===== config.mk =====
export PLATFORM = sky130hd
export DESIGN_NAME = rf_arbiter_ctrl
export DESIGN_NICKNAME = d
export VERILOG_FILES = /design/src/rtl/rf_arbiter_ctrl_pkg.sv /design/src/rtl/rf_bank4x4.sv /design/src/rtl/rf_arbiter_ctrl.sv
export SDC_FILE = /design/constraint.sdc
export NUM_CORES = 1
export LEC_CHECK = 0
export CAP_MARGIN = 10
export CORE_MARGIN = 3
export CORE_UTILIZATION = 30
export DETAILED_ROUTE_END_ITERATION = 10
export GPL_TIMING_DRIVEN = 0
export PLACE_DENSITY = 0.47
export RECOVER_POWER = 50
export SYNTH_ARGS = -nofsm -noshare
export SYNTH_HDL_FRONTEND = slang
export SYNTH_SLANG_ARGS = --single-unit

===== constraint.sdc =====
create_clock -name clk -period 1.6 [get_ports clk]
set_clock_uncertainty 0.1 [all_clocks]
set_input_delay 0.16 -clock clk [delete_from_list [all_inputs] [get_ports clk]]
set_output_delay 0.16 -clock clk [all_outputs]
set_load 0.01 [all_outputs]

===== src/rtl/rf_arbiter_ctrl_pkg.sv =====
`default_nettype none
// +----------------------------------------------------------------------+
// | rf_arbiter_ctrl_pkg                                                  |
// | Shared sizes, FSM encodings and client IDs for the arbiter/bank.     |
// | Revision: 1.0                                                        |
// +----------------------------------------------------------------------+
package rf_arbiter_ctrl_pkg;

  localparam int DEF_DATA_W   = 4;
  localparam int DEF_NUM_REGS = 4;
  localparam int DEF_ADDR_W   = 2;

  typedef enum logic [1:0] {
    ST_IDLE  = 2'd0,
    ST_GRANT = 2'd1,
    ST_DONE  = 2'd2
  } state_t;

  localparam logic CLI_A = 1'b0;
  localparam logic CLI_B = 1'b1;

endpackage
`default_nettype wire


===== src/rtl/rf_bank4x4.sv =====
`default_nettype none
// +----------------------------------------------------------------------+
// | rf_bank4x4                                                           |
// | Select-enabled register bank with async clear and combinational read.|
// | Revision: 1.0                                                        |
// +----------------------------------------------------------------------+
module rf_bank4x4
  import rf_arbiter_ctrl_pkg::*;
#(
  parameter int DATA_W   = DEF_DATA_W,
  parameter int NUM_REGS = DEF_NUM_REGS,
  parameter int ADDR_W   = DEF_ADDR_W
) (
  input  logic                clk,
  input  logic                reset,
  input  logic [NUM_REGS-1:0] i_wsel,
  input  logic [DATA_W-1:0]   i_wdata,
  input  logic [ADDR_W-1:0]   i_addr,
  output logic [DATA_W-1:0]   o_rdata
);

  logic [DATA_W-1:0] w_regs [NUM_REGS];

  for (genvar i = 0; i < NUM_REGS; i++) begin : g_reg
    logic [DATA_W-1:0] r_q;

    always_ff @(posedge clk or negedge reset) begin
      if (!reset) begin
        r_q <= '0;
      end else if (i_wsel[i]) begin
        r_q <= i_wdata;
      end
    end

    assign w_regs[i] = r_q;
  end

  assign o_rdata = w_regs[i_addr];

endmodule
`default_nettype wire


===== src/rtl/rf_arbiter_ctrl.sv =====
`default_nettype none
// +----------------------------------------------------------------------+
// | rf_arbiter_ctrl                                                      |
// | Round-robin two-client access controller for a small register bank. |
// | Revision: 1.0                                                        |
// +----------------------------------------------------------------------+
module rf_arbiter_ctrl
  import rf_arbiter_ctrl_pkg::*;
#(
  parameter int DATA_W   = DEF_DATA_W,
  parameter int NUM_REGS = DEF_NUM_REGS,
  parameter int ADDR_W   = DEF_ADDR_W
) (
  input  logic              clk,
  input  logic              reset,
  input  logic              a_req,
  input  logic              a_we,
  input  logic [ADDR_W-1:0] a_addr,
  input  logic [DATA_W-1:0] a_wdata,
  input  logic              b_req,
  input  logic              b_we,
  input  logic [ADDR_W-1:0] b_addr,
  input  logic [DATA_W-1:0] b_wdata,
  output logic              a_gnt,
  output logic              b_gnt,
  output logic              a_done,
  output logic              b_done,
  output logic [DATA_W-1:0] a_rdata,
  output logic [DATA_W-1:0] b_rdata,
  output logic              busy
);

  state_t              r_state;
  logic                r_last;
  logic                r_cli;
  logic                r_we;
  logic [ADDR_W-1:0]   r_addr;
  logic [DATA_W-1:0]   r_wdata;
  logic [NUM_REGS-1:0] r_wsel;
  logic                r_a_gnt, r_b_gnt, r_a_done, r_b_done, r_busy;
  logic [DATA_W-1:0]   r_a_rdata, r_b_rdata;

  logic                w_win;
  logic                w_win_we;
  logic [ADDR_W-1:0]   w_win_addr;
  logic [DATA_W-1:0]   w_win_wdata;
  logic [DATA_W-1:0]   w_bank_rdata;

  // B takes the slot only when alone, or on a tie when A won last time.
  assign w_win       = (b_req && (!a_req || r_last == CLI_A)) ? CLI_B : CLI_A;
  assign w_win_we    = (w_win == CLI_B) ? b_we    : a_we;
  assign w_win_addr  = (w_win == CLI_B) ? b_addr  : a_addr;
  assign w_win_wdata = (w_win == CLI_B) ? b_wdata : a_wdata;

  always_ff @(posedge clk or negedge reset) begin
    if (!reset) begin
      r_state   <= ST_IDLE;
      r_last    <= CLI_B;
      r_cli     <= CLI_A;
      r_we      <= 1'b0;
      r_addr    <= '0;
      r_wdata   <= '0;
      r_wsel    <= '0;
      r_a_gnt   <= 1'b0;
      r_b_gnt   <= 1'b0;
      r_a_done  <= 1'b0;
      r_b_done  <= 1'b0;
      r_busy    <= 1'b0;
      r_a_rdata <= '0;
      r_b_rdata <= '0;
    end else begin
      case (r_state)
        ST_IDLE: begin
          if (a_req || b_req) begin
            r_state <= ST_GRANT;
            r_busy  <= 1'b1;
            r_cli   <= w_win;
            r_last  <= w_win;
            r_we    <= w_win_we;
            r_addr  <= w_win_addr;
            r_wdata <= w_win_wdata;
            r_a_gnt <= (w_win == CLI_A);
            r_b_gnt <= (w_win == CLI_B);
            r_wsel  <= w_win_we ? (NUM_REGS'(1) << w_win_addr) : '0;
          end
        end
        ST_GRANT: begin
          r_state  <= ST_DONE;
          r_a_gnt  <= 1'b0;
          r_b_gnt  <= 1'b0;
          r_wsel   <= '0;
          r_a_done <= (r_cli == CLI_A);
          r_b_done <= (r_cli == CLI_B);
          if (!r_we) begin
            if (r_cli == CLI_A) r_a_rdata <= w_bank_rdata;
            else                r_b_rdata <= w_bank_rdata;
          end
        end
        ST_DONE: begin
          r_state  <= ST_IDLE;
          r_busy   <= 1'b0;
          r_a_done <= 1'b0;
          r_b_done <= 1'b0;
        end
        default: begin
          r_state  <= ST_IDLE;
          r_busy   <= 1'b0;
          r_a_gnt  <= 1'b0;
          r_b_gnt  <= 1'b0;
          r_a_done <= 1'b0;
          r_b_done <= 1'b0;
          r_wsel   <= '0;
        end
      endcase
    end
  end

  rf_bank4x4 #(
    .DATA_W   (DATA_W),
    .NUM_REGS (NUM_REGS),
    .ADDR_W   (ADDR_W)
  ) u_bank (
    .clk     (clk),
    .reset   (reset),
    .i_wsel  (r_wsel),
    .i_wdata (r_wdata),
    .i_addr  (r_addr),
    .o_rdata (w_bank_rdata)
  );

  assign a_gnt   = r_a_gnt;
  assign b_gnt   = r_b_gnt;
  assign a_done  = r_a_done;
  assign b_done  = r_b_done;
  assign a_rdata = r_a_rdata;
  assign b_rdata = r_b_rdata;
  assign busy    = r_busy;

endmodule
`default_nettype wire


==> summary.md <==
| Metric | Value |
|---|---|
| CP Class | `flip-flop to flip-flop` |
| Router iterations before antenna repair | `4` |
| Largest net degree at the start of global routing | `33` |
| Worst setup path start | `r_last` |
| Vias | `1245` |
| Slew HR | `between 40 and 50%` |
| CP max stage delay | `0.57 ns` |
| Skew-Pair Late Insertion Delay | `0.29 ns` |
| CP endpoint kind | `flip-flop` |
| ANT cells | `0` |
| Dpl cell area | `between 2000 and 2500 µm²` |
| Mapped Nets | `152` |
| Type of the worst min-delay path | `primary input to flip-flop` |
| CTS sink cnt | `44` |
| TritonCTS clock tree | `yes` |
| LEAKAGE | `1.168 nW` |
| Synth Register Bits | `44` |
| Yosys top cell by area | `dfrtp_1` |
| Worst VDD drop | `0.0004581 V` |
| Post-route design area | `2676 µm²` |
| Crit path time final | `1.596 ns` |
| Post-Route WL | `around 4200 µm` |
| WL per Instance | `~16 µm` |
| Area grow syn2layout | `33.52%` |
| Share of the synthesized area in the top cell type | `between 50% and 60%` |
| Final period util | `between 90% and 100%` |
| Die Height | `87.74 µm` |
| Die Area | `7698 µm²` |
| IO Count | `31` |
| Pwr Density | `1829 nW/µm²` |
| CP top delay family | `flip-flops` |
| Initial DRC count | `52` |
| Seq/Total Area, Yosys | `54.99%` |
| Worst Tran Pin Value | `0.7675 ns` |
| Initial antenna violation count | `0` |
| Synth Area per Inst | `14.96 µm²` |
| Worst R2R Start | `r_last` |
| Cell mode on critical path | `mux2_4` |
| Total global routing track utilization | `a little under an eighth` |
| First-pass GRT wire length | `6831 µm` |
| CORE AREA | `approximately 6400 µm²` |
| Hold path startpoint | `a_req` |
| ANT nets after route | `0` |
| Worst path arrival time | `1.68 ns` |
| Hpwl dp | `between 2000 and 3000 µm` |
| YS warnings | `0` |
| Synth unique cells | `28` |
| Die X | `87.74 µm` |
| Slowest CP cell | `dfstp_2` |
| Layout cell share with drive strength beyond 1 | `41.18%` |
| Max Fanout on Critical Path | `10` |
| Syn Inst Count | `134` |
| Startpoint type of the worst setup path | `flip-flop` |
| RSZ-0062 raised after global routing | `true` |
| Global placement routability congestion | `0.7171` |
| Worst hold slack | `0.1152 ns` |
| Final setup fails | `0` |
| Status | `finished, final reports clean` |
| Clock slew at reported path FFs | `about 0.08 ns` |
| Root Buffer | `clkbuf_8` |
| DR vias/cell | `between 4 and 5` |
| Longest Clk Path Bufs | `2` |
| CP Cell Sequence | `a21boi_4, buf_12, mux2_4, mux2_4` |
| Max-slew violation count | `0` |
| Top post-synthesis cells by area | `dfrtp_1 54%, mux2_2 17%, mux2_4 6.0%, mux4_2 4.5%, mux2i_1 3.0%` |
| Post-Synthesis Cell Area | `2004 µm²` |
| DRC violations left | `0` |
| Port buffer count | `30` |
| H-tree levels | `2` |
| Buf/Inv on CP | `1` |
| Max_cap viols | `0` |
| Final Net Count | `slightly above 200` |
| Fmax | `approximately 630 MHz` |
| Vias in the first global route | `1315` |
| CP required | `1.68 ns` |
| Final hold vios | `0` |
| TritonCTS buffer count | `5` |
| Initial core utilization | `31.21%` |
| Site Rows | `29` |
| GRT overflow | `0` |
## layer usage
layer	GRT usage, %	share of wire (%)	vias up
met5	0	0	-
met4	5.021	1.6	0
met3	2.822	3.5	6
met2	19.04	46	28
met1	15.72	49	621
li1	-	-	590
## cell usage in the layout, fill, tap and decap left out, drive strengths merged, types with 2 or more instances in the layout
cell type / instances
a21oi: 3
a22o: 3
buf: 19
clkbuf: 7
clkdlybuf4s50: 27
dfrtp: 43
inv: 4
mux2: 38
mux2i: 6
mux4: 4
nand2b: 2
nand3: 2
nand3b: 4
nor2: 4
nor3b: 4
o21ai: 5
## logic make-up (layout without fill, tap and decap cells)
logic type             count (synthesis)  count (layout)  share of synthesized area, %
muxes                                 48              48                         30.34
AOI/OAI and AO/OA                     15              15                         5.306
DFF                                   44              44                         54.99
buffers and inverters                  8              61                         2.371
and+or+nand+nor                       19              19                         6.992
## worst register-to-register path, delay by kind of cell (launching register included)
| family | cells | cell delay (ns) |
|---|---|---|
| buffers and inverters | 1 | 0.17 |
| multiplexers | 2 | 0.56 |
| flip-flops | 1 | 0.57 |
| AO/OA/AOI/OAI | 1 | 0.09 |
## cells in the mapped netlist, drive strengths merged
cell type and number:
a21boi 1, a21oi 3, a22o 3, a31oi 1, and2b 1, buf 3
clkbuf 1, dfrtp 43, dfstp 1, inv 4, mux2 38, mux2i 6
mux4 4, nand2 1, nand2b 2, nand3 2, nand3b 4, nor2 4
nor2b 1, nor3b 4, o21ai 5, o21ba 1, o2bb2ai 1
## state kept, by name, indices dropped and copies added (netlist names), 2 cells and up
name	count
a_rdata	4
b_rdata	4
r_addr	2
r_state	2
r_wdata	4
r_wsel	4
u_bank.g.r_q	16
## cell type report
| class | instances | area [µm²] |
|---|---|---|
| clock buffers | 6 | 72.57 |
| multi-input cells | 82 | 897.1 |
| fillers | 584 | 3746 |
| flip-flops and latches | 44 | 1105 |
| plain buffers | 3 | 38.79 |
| well taps | 77 | 96.34 |
| clock inverters | 1 | 5.005 |
| inverters | 4 | 15.01 |
| repair buffers | 47 | 446.7 |
## worst paths after layout
path | endpoint | slack, ns | cells after the start
min in group asynchronous | b_rdata[2] | 0.35 | 2
worst max-delay path | r_we | 0.004 | 4
max in group asynchronous | r_last | 0.35 | 3
worst max register to register | r_we | 0.004 | 4
worst min register to register | u_bank.g_reg[1].r_q[0] | 0.41 | 1
worst min-delay path | r_last | 0.12 | 2
## through the flow
stage	cells	util, %	TNS [ns]	setup slack (ns)	total power, mW
after global placement	241	37.39	-40.85	-0.8405	3.860
after floorplan	134	-	0	0.06795	3.206
after global routing	264	41.67	-0.1859	-0.02999	5.232
after CTS	255	39.88	-0.01770	-0.007312	4.724
after detailed placement	242	37.62	-4.909	-0.5132	3.938
final	264	41.67	0	0.003887	4.895
## timing repair
| action | in CTS | in global routing |
|---|---|---|
| hold buffers | 1 | 0 |
| endpoints found under the setup margin | 15 | 15 |
| pin swaps | 0 | 1 |
| gates resized for setup | 7 | 14 |
| gates cloned | 1 | 0 |
| hold endpoints to repair | 43 | 0 |
| buffers inserted | 5 | 9 |
## power by group
part	leakage [nW]	switching (mW)	total (mW)	internal (mW)
logic	0.592	0.743	2.16	1.42
clock network	0.0410	0.358	0.656	0.297
registers	0.535	0.421	2.07	1.65
total	1.17	1.52	4.89	3.37
(Power assumes the default switching activity.)
